## config.mk

```make
export PLATFORM = sky130hd
export DESIGN_NAME = jal_encoder
export DESIGN_NICKNAME = d
export VERILOG_FILES = /design/src/rtl/jtype_pkg.sv /design/src/rtl/jenc_skid_q.sv /design/src/rtl/jal_encoder.sv
export SDC_FILE = /design/constraint.sdc
export NUM_CORES = 1
export LEC_CHECK = 0
export BUFFER_PORTS_ARGS = -buffer_cell sky130_fd_sc_hd__buf_2
export CAP_MARGIN = 5
export CORE_MARGIN = 1.5
export CORE_UTILIZATION = 53
export CTS_CLUSTER_SIZE = 20
export DETAILED_ROUTE_END_ITERATION = 10
export PLACE_DENSITY = 0.91
export SLEW_MARGIN = 20
export SYNTH_ARGS = -nofsm -noshare
export SYNTH_HDL_FRONTEND = slang
export SYNTH_SLANG_ARGS = --single-unit
```

## constraint.sdc

```tcl
create_clock -name clk -period 2.8 [get_ports clk]
set_input_delay 0.28 -clock clk [delete_from_list [all_inputs] [get_ports clk]]
set_output_delay 0.28 -clock clk [all_outputs]
set_load 0.005 [all_outputs]
```

## src/rtl/jtype_pkg.sv

```systemverilog
// Shared J-type constants and the immediate packer; the decode-side
// immediate extraction imports the same package.
package jtype_pkg;

  localparam logic [6:0]  OPC_JAL      = 7'b1101111;
  localparam logic [31:0] INSTR_NOP    = 32'h00000013;
  localparam int          ERR_MISALIGN = 0;
  localparam int          ERR_RANGE    = 1;
  localparam int          J_IMM_MIN    = -1048576;
  localparam int          J_IMM_MAX    = 1048574;
  localparam int          Q_PAYLOAD_W  = 34;

  typedef enum logic [1:0] {
    Q_EMPTY = 2'd0,
    Q_ONE   = 2'd1,
    Q_FULL  = 2'd2
  } q_state_e;

  // Scatter the byte offset into J-type immediate bit order.
  function automatic logic [31:0] pack_jal(input logic [4:0] rd, input logic [31:0] off);
    return {off[20], off[10:1], off[11], off[19:12], rd, OPC_JAL};
  endfunction

endpackage

```

## src/rtl/jenc_skid_q.sv

```systemverilog
// Two-entry in-order valid/ready queue. The head register drives the
// output directly, so the payload is stable while the consumer stalls.
module jenc_skid_q
  import jtype_pkg::*;
#(
  parameter int W = Q_PAYLOAD_W
) (
  input  logic         clk,
  input  logic         rst_n,
  input  logic         in_valid,
  input  logic [W-1:0] in_data,
  input  logic         out_ready,
  output logic [W-1:0] out_data,
  output q_state_e     state
);

  // Handshake contract: a transfer happens on a rising edge where valid
  // and ready are both high; ready/valid derive only from the state register.
  q_state_e     state_next;
  logic [W-1:0] head;
  logic [W-1:0] tail;
  logic         push;
  logic         pop;
  logic         load_head;
  logic         load_tail;
  logic         head_from_tail;

  assign push     = in_valid && (state != Q_FULL);
  assign pop      = out_ready && (state != Q_EMPTY);
  assign out_data = head;

  always_comb begin
    state_next     = state;
    load_head      = 1'b0;
    load_tail      = 1'b0;
    head_from_tail = 1'b0;
    case (state)
      Q_EMPTY: begin
        if (push) begin
          load_head  = 1'b1;
          state_next = Q_ONE;
        end
      end
      Q_ONE: begin
        if (push && pop) begin
          load_head = 1'b1;
        end else if (push) begin
          load_tail  = 1'b1;
          state_next = Q_FULL;
        end else if (pop) begin
          state_next = Q_EMPTY;
        end
      end
      Q_FULL: begin
        if (pop) begin
          head_from_tail = 1'b1;
          state_next     = Q_ONE;
        end
      end
      default: state_next = Q_EMPTY;
    endcase
  end

  always_ff @(posedge clk or negedge rst_n) begin
    if (!rst_n) begin
      state <= Q_EMPTY;
      head  <= '0;
      tail  <= '0;
    end else begin
      state <= state_next;
      if (load_head) head <= in_data;
      else if (head_from_tail) head <= tail;
      if (load_tail) tail <= in_data;
    end
  end

endmodule

```

## src/rtl/jal_encoder.sv

```systemverilog
// JAL encoder: checks offset alignment and range, packs the J-type
// instruction, and queues {err, instr} for the consumer.
module jal_encoder
  import jtype_pkg::*;
#(
  parameter int ALLOW_RVC = 1,
  parameter int CNT_W     = 16
) (
  input  logic             clk,
  input  logic             rst_n,
  input  logic             in_valid,
  output logic             in_ready,
  input  logic [4:0]       in_rd,
  input  logic [31:0]      in_offset,
  output logic             out_valid,
  input  logic             out_ready,
  output logic [31:0]      out_instr,
  output logic [1:0]       out_err,
  input  logic             cnt_clr,
  output logic [CNT_W-1:0] cnt_ok,
  output logic [CNT_W-1:0] cnt_err
);

  localparam logic [CNT_W-1:0] CNT_MAX = '1;

  q_state_e         q_state;
  logic [1:0]       enc_err;
  logic [31:0]      enc_instr;
  logic [33:0]      q_out;
  logic             accept;

  always_comb begin
    enc_err = 2'b00;
    if (ALLOW_RVC != 0) enc_err[ERR_MISALIGN] = in_offset[0];
    else                enc_err[ERR_MISALIGN] = |in_offset[1:0];
    // Offset must fit the 21-bit signed immediate: upper bits all sign.
    enc_err[ERR_RANGE] = !((&in_offset[31:20]) || !(|in_offset[31:20]));
    enc_instr = (enc_err == 2'b00) ? pack_jal(in_rd, in_offset) : INSTR_NOP;
  end

  assign in_ready  = (q_state != Q_FULL);
  assign out_valid = (q_state != Q_EMPTY);
  assign accept    = in_valid && in_ready;
  assign out_instr = q_out[31:0];
  assign out_err   = q_out[33:32];

  jenc_skid_q #(.W(Q_PAYLOAD_W)) u_q (
    .clk       (clk),
    .rst_n     (rst_n),
    .in_valid  (in_valid),
    .in_data   ({enc_err, enc_instr}),
    .out_ready (out_ready),
    .out_data  (q_out),
    .state     (q_state)
  );

  always_ff @(posedge clk or negedge rst_n) begin
    if (!rst_n) begin
      cnt_ok  <= '0;
      cnt_err <= '0;
    end else if (cnt_clr) begin
      cnt_ok  <= '0;
      cnt_err <= '0;
    end else if (accept) begin
      if (enc_err == 2'b00) begin
        if (cnt_ok != CNT_MAX) cnt_ok <= cnt_ok + 1'b1;
      end else begin
        if (cnt_err != CNT_MAX) cnt_err <= cnt_err + 1'b1;
      end
    end
  end

endmodule

```

---- Yosys cells after proc, flatten, opt, wreduce, memory -nomap -nowiden ----
Cells that the tools add are included.
storage, ports and cells
  flip-flop bits (word level) ............. 102
  output and inout bits ................... 68
cells by class
  $add $sub $neg .......................... 2
  equal/unequal tests ..................... 10
  multiplexer cells ....................... 24
  reductions and logical operators ........ 19
operators with widths
  cell                                                  count
  two-way mux 16 bit                                    8
  two-way mux 34 bit                                    2
  adder 16 x 1 -> 16 bit (second input constant)        2
  two-way mux 32 bit                                    1
  != test 16 bit (second input constant)                2
  AND reduction 12 bit                                  1
  nonzero test 2 bit                                    6
  OR reduction 12 bit                                   1
  two-way mux 2 bit                                     5
  two-way mux 1 bit                                     6
  != test 2 bit (second input constant)                 3
  case mux 2 bit (3 select lines)                       1
  AND reduction 3 bit                                   2
  logical NOT 2 bit                                     2
  != test 2 x 1 -> 1 bit (second input constant)        2
  AND reduction 4 bit                                   1
  logical AND 1 bit                                     3
  != test 3 x 1 -> 1 bit (second input constant)        1
  equality test 2 x 1 -> 1 bit (second input constant)  1
  equality test 2 bit (second input constant)           1
  logical NOT 1 bit                                     2
  case mux 1 bit (2 select lines)                       1
  logical OR 1 bit                                      1

---- Longest topological paths before layout ----
  depth after elaboration ................. 8
  gate-level depth with buffers ........... 8

---- Hierarchy ----
A second synthesis with hierarchy kept.
second synthesis, totals
  cells, all modules ...................... 452
  area total of the unflattened synthesis .. 5186.2 µm²
by module, submodules not included
  module       times used  cells each  area an instance (µm²)  sequential area each (µm²)
  jenc_skid_q  1           205         3046.7                  1751.7
  jal_encoder  1           247         2139.6                  800.8

---- Worst setup path before layout ----
No wires, ideal clock.
  path type ............................... input to register
  start ................................... input in_offset[22]
  end ..................................... register cnt_ok[3]
  arrival time ............................ 2002 ps
  setup slack ............................. 720 ps
  stages on the path ...................... 6
  buffers on the path ..................... 1
  cell sequence ........................... or4_1 > nor4_4 > o21ai_2 > buf_6 > or4_1 > a21oi_1
between the ends
  word-level cells in the longest chain between the ends .. 7
  elaborated cells on any way between the ends .. 8
  classes of those cells .................. 8 x reduce/logical
ends and longest elaborated chain
  element                                   line               text
  start, declared                           jal_encoder.sv:14  input logic [31:0] in_offset,
  OR reduction 12 bit                       jal_encoder.sv:37  enc_err[ERR_RANGE] = !((&in_offset[31:20]) || !(|in_offset[31:20]));
  logical NOT 1 bit                         jal_encoder.sv:37
  logical OR 1 bit (*)                      jal_encoder.sv:37
  logical NOT 1 bit (*)                     jal_encoder.sv:37
  logical NOT 2 bit (*)                     jal_encoder.sv:65  if (enc_err == 2'b00) begin
  nonzero test 2 bit (no source line) (*)   -
  AND reduction 3 bit (no source line) (*)  -
  end signal, assigned                      jal_encoder.sv:66  if (cnt_ok != CNT_MAX) cnt_ok <= cnt_ok + 1'b1;
  end, declared                             jal_encoder.sv:20  output logic [CNT_W-1:0] cnt_ok,
Mark *: on every way between the ends. The rest lies on a longest branch, timed or not.
A chain may end at the register's enable or synchronous reset.

---- Final worst setup path ----
  start ................................... register cnt_ok[0]
  end ..................................... register cnt_ok[1]
between the ends
  word-level cells in the longest chain between the ends .. 5
  elaborated cells on any way between the ends .. 8
  classes of those cells .................. 1 x add/sub; 1 x eq/ne; 4 x mux; 2 x reduce/logical
ends and longest elaborated chain
  element                 line               text
  adder 16 x 1 -> 16 bit  jal_encoder.sv:66
  two-way mux 16 bit      jal_encoder.sv:66
  two-way mux 16 bit      jal_encoder.sv:65
  two-way mux 16 bit      jal_encoder.sv:64  end else if (accept) begin
  two-way mux 16 bit      jal_encoder.sv:61  end else if (cnt_clr) begin
Parallel ways exist; a longest one is shown, timed or not. The select of a mux whose other input is x is not followed.

==> results.sh <==
export IMPL_status="finished, violations left"
export IMPL_violations="hold timing"
export IMPL_cts_tree="yes"
export IMPL_required_ns=3.05
export IMPL_numCtsBuffers=9
export IMPL_hold_violations=17
export IMPL_min_period_ns=2.23
export IMPL_clk_latency_ns=0.36
export IMPL_routed_wl_mm=10.4
export IMPL_fin_setup_tns_ns=0
export IMPL_grt_ovfl_total=0
export IMPL_p_per_area_mw_per_mm2=491
export IMPL_grt_use_total_pct=23.3
export IMPL_post_cts_resized=0
export IMPL_grt_pass1_wl_mm=16.5
export IMPL_place_hpwl_mm=7.01
export IMPL_drive_above_1_share_pct=26.5
export IMPL_die_h_um=95.0
export IMPL_place_congestion=0.835
export IMPL_cap_viol_max_count=0
export IMPL_antenna_left=0
export IMPL_antenna_found_initial=0
export IMPL_r2r_end="cnt_ok[1]$_DFFE_PN0P_"
export IMPL_min_path_type="primary input to async pin"
export IMPL_antenna_cells=0
export IMPL_rsz0062_at_grt="false"
export IMPL_crit_type="flop to flop"
export IMPL_root_buffer="clkbuf_8"
export IMPL_netlist_area_leader_share_pct=52.5
export IMPL_yosys_register_bits=94
export IMPL_drc_errors=0
export IMPL_postCtsHoldBufs=0
export IMPL_synth_edf_count=0
export IMPL_port_buffer_count=109
export IMPL_netlist_top_cells_area="dfrtp_1 52%, nand2_1 7.5%, nand3_1 4.4%, a22oi_1 4.2%, o21ai_0 4.0%"
export IMPL_p_total_uw=2600
export IMPL_syn_area_mm2=0.00448
export IMPL_slew_violations=0
export IMPL_cp_arrival_ns=2.48
export IMPL_period_share_pct=79.6
export IMPL_seq_area_frac_synth_pct=52.5
export IMPL_p_leak_uw=0.00251
export IMPL_path_clk_slew_ns=0.10
export IMPL_ff2ff_setup_slack_ns=0.57
export IMPL_max_slew_margin_rel_pct=29.0
export IMPL_cp_max_fo=10
export IMPL_post_drt_wl_per_cell_um=15.3
export IMPL_yosys_warnings=0
export IMPL_synth_flop_cell="dfrtp_1"
export IMPL_cts_buffer_depth=2
export IMPL_setup_slack_ns=0.572
export IMPL_num_vias=4040
export IMPL_synth_cell_types=42
export IMPL_utilization_pct=64.4
export IMPL_synth_nets=521
export IMPL_clock_skew_ns=0.0116
export IMPL_final_seq_area_mm2=0.00235
export IMPL_n_fill_cell=663
export IMPL_multi_input_comb_area_mm2=0.00196
export IMPL_fmax_mhz=449
export IMPL_r2r_start="cnt_ok[0]$_DFFE_PN0P_"
export IMPL_tightest_slew_ns=1.06
export IMPL_post_cts_repair_setup_buffers=0
export IMPL_dieArea_mm2=0.00902
export IMPL_crit_path_end_kind="flop"
export IMPL_startpoint_type="flop"
export IMPL_io_pin_count=110
export IMPL_grt_max_degree=95
export IMPL_worst_ir_drop_vdd_mv=0.312
export IMPL_firstDrtPassIters=5
export IMPL_final_nets=612
export IMPL_placementRows=33
export IMPL_coreArea_mm2=0.00822
export IMPL_most_common_layout_cells="108 x buf_2, 94 x dfrtp_1, 90 x nand2_1, 39 x nand3_1, 36 x o21ai_0"
export IMPL_yosys_area_top_type="dfrtp_1"
export IMPL_start_util_pct=54.6
export IMPL_grt_pass1_vias=3766
export IMPL_pre_cts_slack_ns=0.289
export IMPL_reg2regPathDepth=7
export IMPL_syn_inst=477
export IMPL_avgSynthCellArea_um2=9.40
export IMPL_drt_initial_drc_count=329
export IMPL_hold_slack_ns=-0.0437
export IMPL_layout_commonest_cell="buf_2"
export IMPL_async_reset_ff_share_pct=100
export IMPL_setup_viol=0
export IMPL_die_w_um=95.0
export IMPL_vias_per_cell=5.96
export IMPL_cts_htree_levels=3
export IMPL_area_growth_pct=17.9
export IMPL_clkSinkCount=94
synth_stat cells, types with 9 or more instances:
| cell type | number |
|---|---|
| or3_1 | 10 |
| or4_1 | 16 |
| a22oi_1 | 25 |
| nor2_1 | 13 |
| nand3_1 | 39 |
| nor2b_1 | 9 |
| dfrtp_1 | 94 |
| clkbuf_1 | 30 |
| a21oi_1 | 24 |
| o21ai_0 | 36 |
| o31ai_1 | 16 |
| mux2_2 | 9 |
| nand2_1 | 90 |
layer usage:
layer	wire length, um	GRT usage [%]
met5	0	0
met4	221	11.1
met3	565	4.35
met2	5350	39.0
met1	4260	28.9
worst max path at each step:
stage                     startpoint  slack, ns                      to
2_1_floorplan          in_offset[22]       0.72   cnt_ok[3]$_DFFE_PN0P_
3_3_place_gp           in_offset[22]       0.41   cnt_ok[9]$_DFFE_PN0P_
3_5_place_dp           in_offset[21]       0.29  cnt_ok[14]$_DFFE_PN0P_
4_1_cts        cnt_ok[0]$_DFFE_PN0P_       0.60   cnt_ok[1]$_DFFE_PN0P_
5_1_grt        cnt_ok[0]$_DFFE_PN0P_       0.44   cnt_ok[1]$_DFFE_PN0P_
6_report       cnt_ok[0]$_DFFE_PN0P_       0.57   cnt_ok[1]$_DFFE_PN0P_
cell type report:
class	count	share of cell area (%)
timing repair buffer	117	11.8
multi-input combinational	340	37.1
sequential	94	44.5
tap	105	2.48
clock buffer	9	2.34
inverter	6	0.426
clock inverter	7	1.40
worst max-delay path, stage by stage, from the launching register on:
cell and delay, ns:
dfrtp_1 0.45, ha_1 0.21, nand3_1 0.18, nor3_1 0.34, and3_1 0.42, buf_4 0.22, nor3b_1 0.06, o21ba_2 0.25
sequential cells by signal (all words and copies together), names as in the netlist:
register	cells
u_q.out_data	30
cnt_err	16
u_q.state	2
u_q.tail	30
cnt_ok	16
through the flow:
| step | cells | area [um^2] | hold slack, ns |
|---|---|---|---|
| floorplan | 477 | 4480 | -0.0156 |
| global placement | 662 | 5080 | 0.454 |
| detailed placement | 662 | 5090 | 0.424 |
| CTS | 678 | 5280 | 0.0319 |
| global route | 678 | 5290 | 0.0659 |
| finish | 678 | 5290 | -0.0437 |
cell families (layout without fill, tap and decap cells):
kind of cell | Yosys count | count (layout) | synth area share (%)
simple gates | 214 | 214 | 24.2
mux | 13 | 13 | 3.15
fa+ha+maj | 2 | 2 | 0.558
buf+inv | 43 | 139 | 4.16
flops | 94 | 94 | 52.5
compound gates | 109 | 109 | 15.1
xor+xnor | 2 | 2 | 0.391
power by group:
group	internal (uW)	total, uW	switching, uW
clock network	416	904	487
registers	1390	1420	26.3
logic	93.3	277	183
total	1900	2600	697
Power figures use the tool's default switching activity.
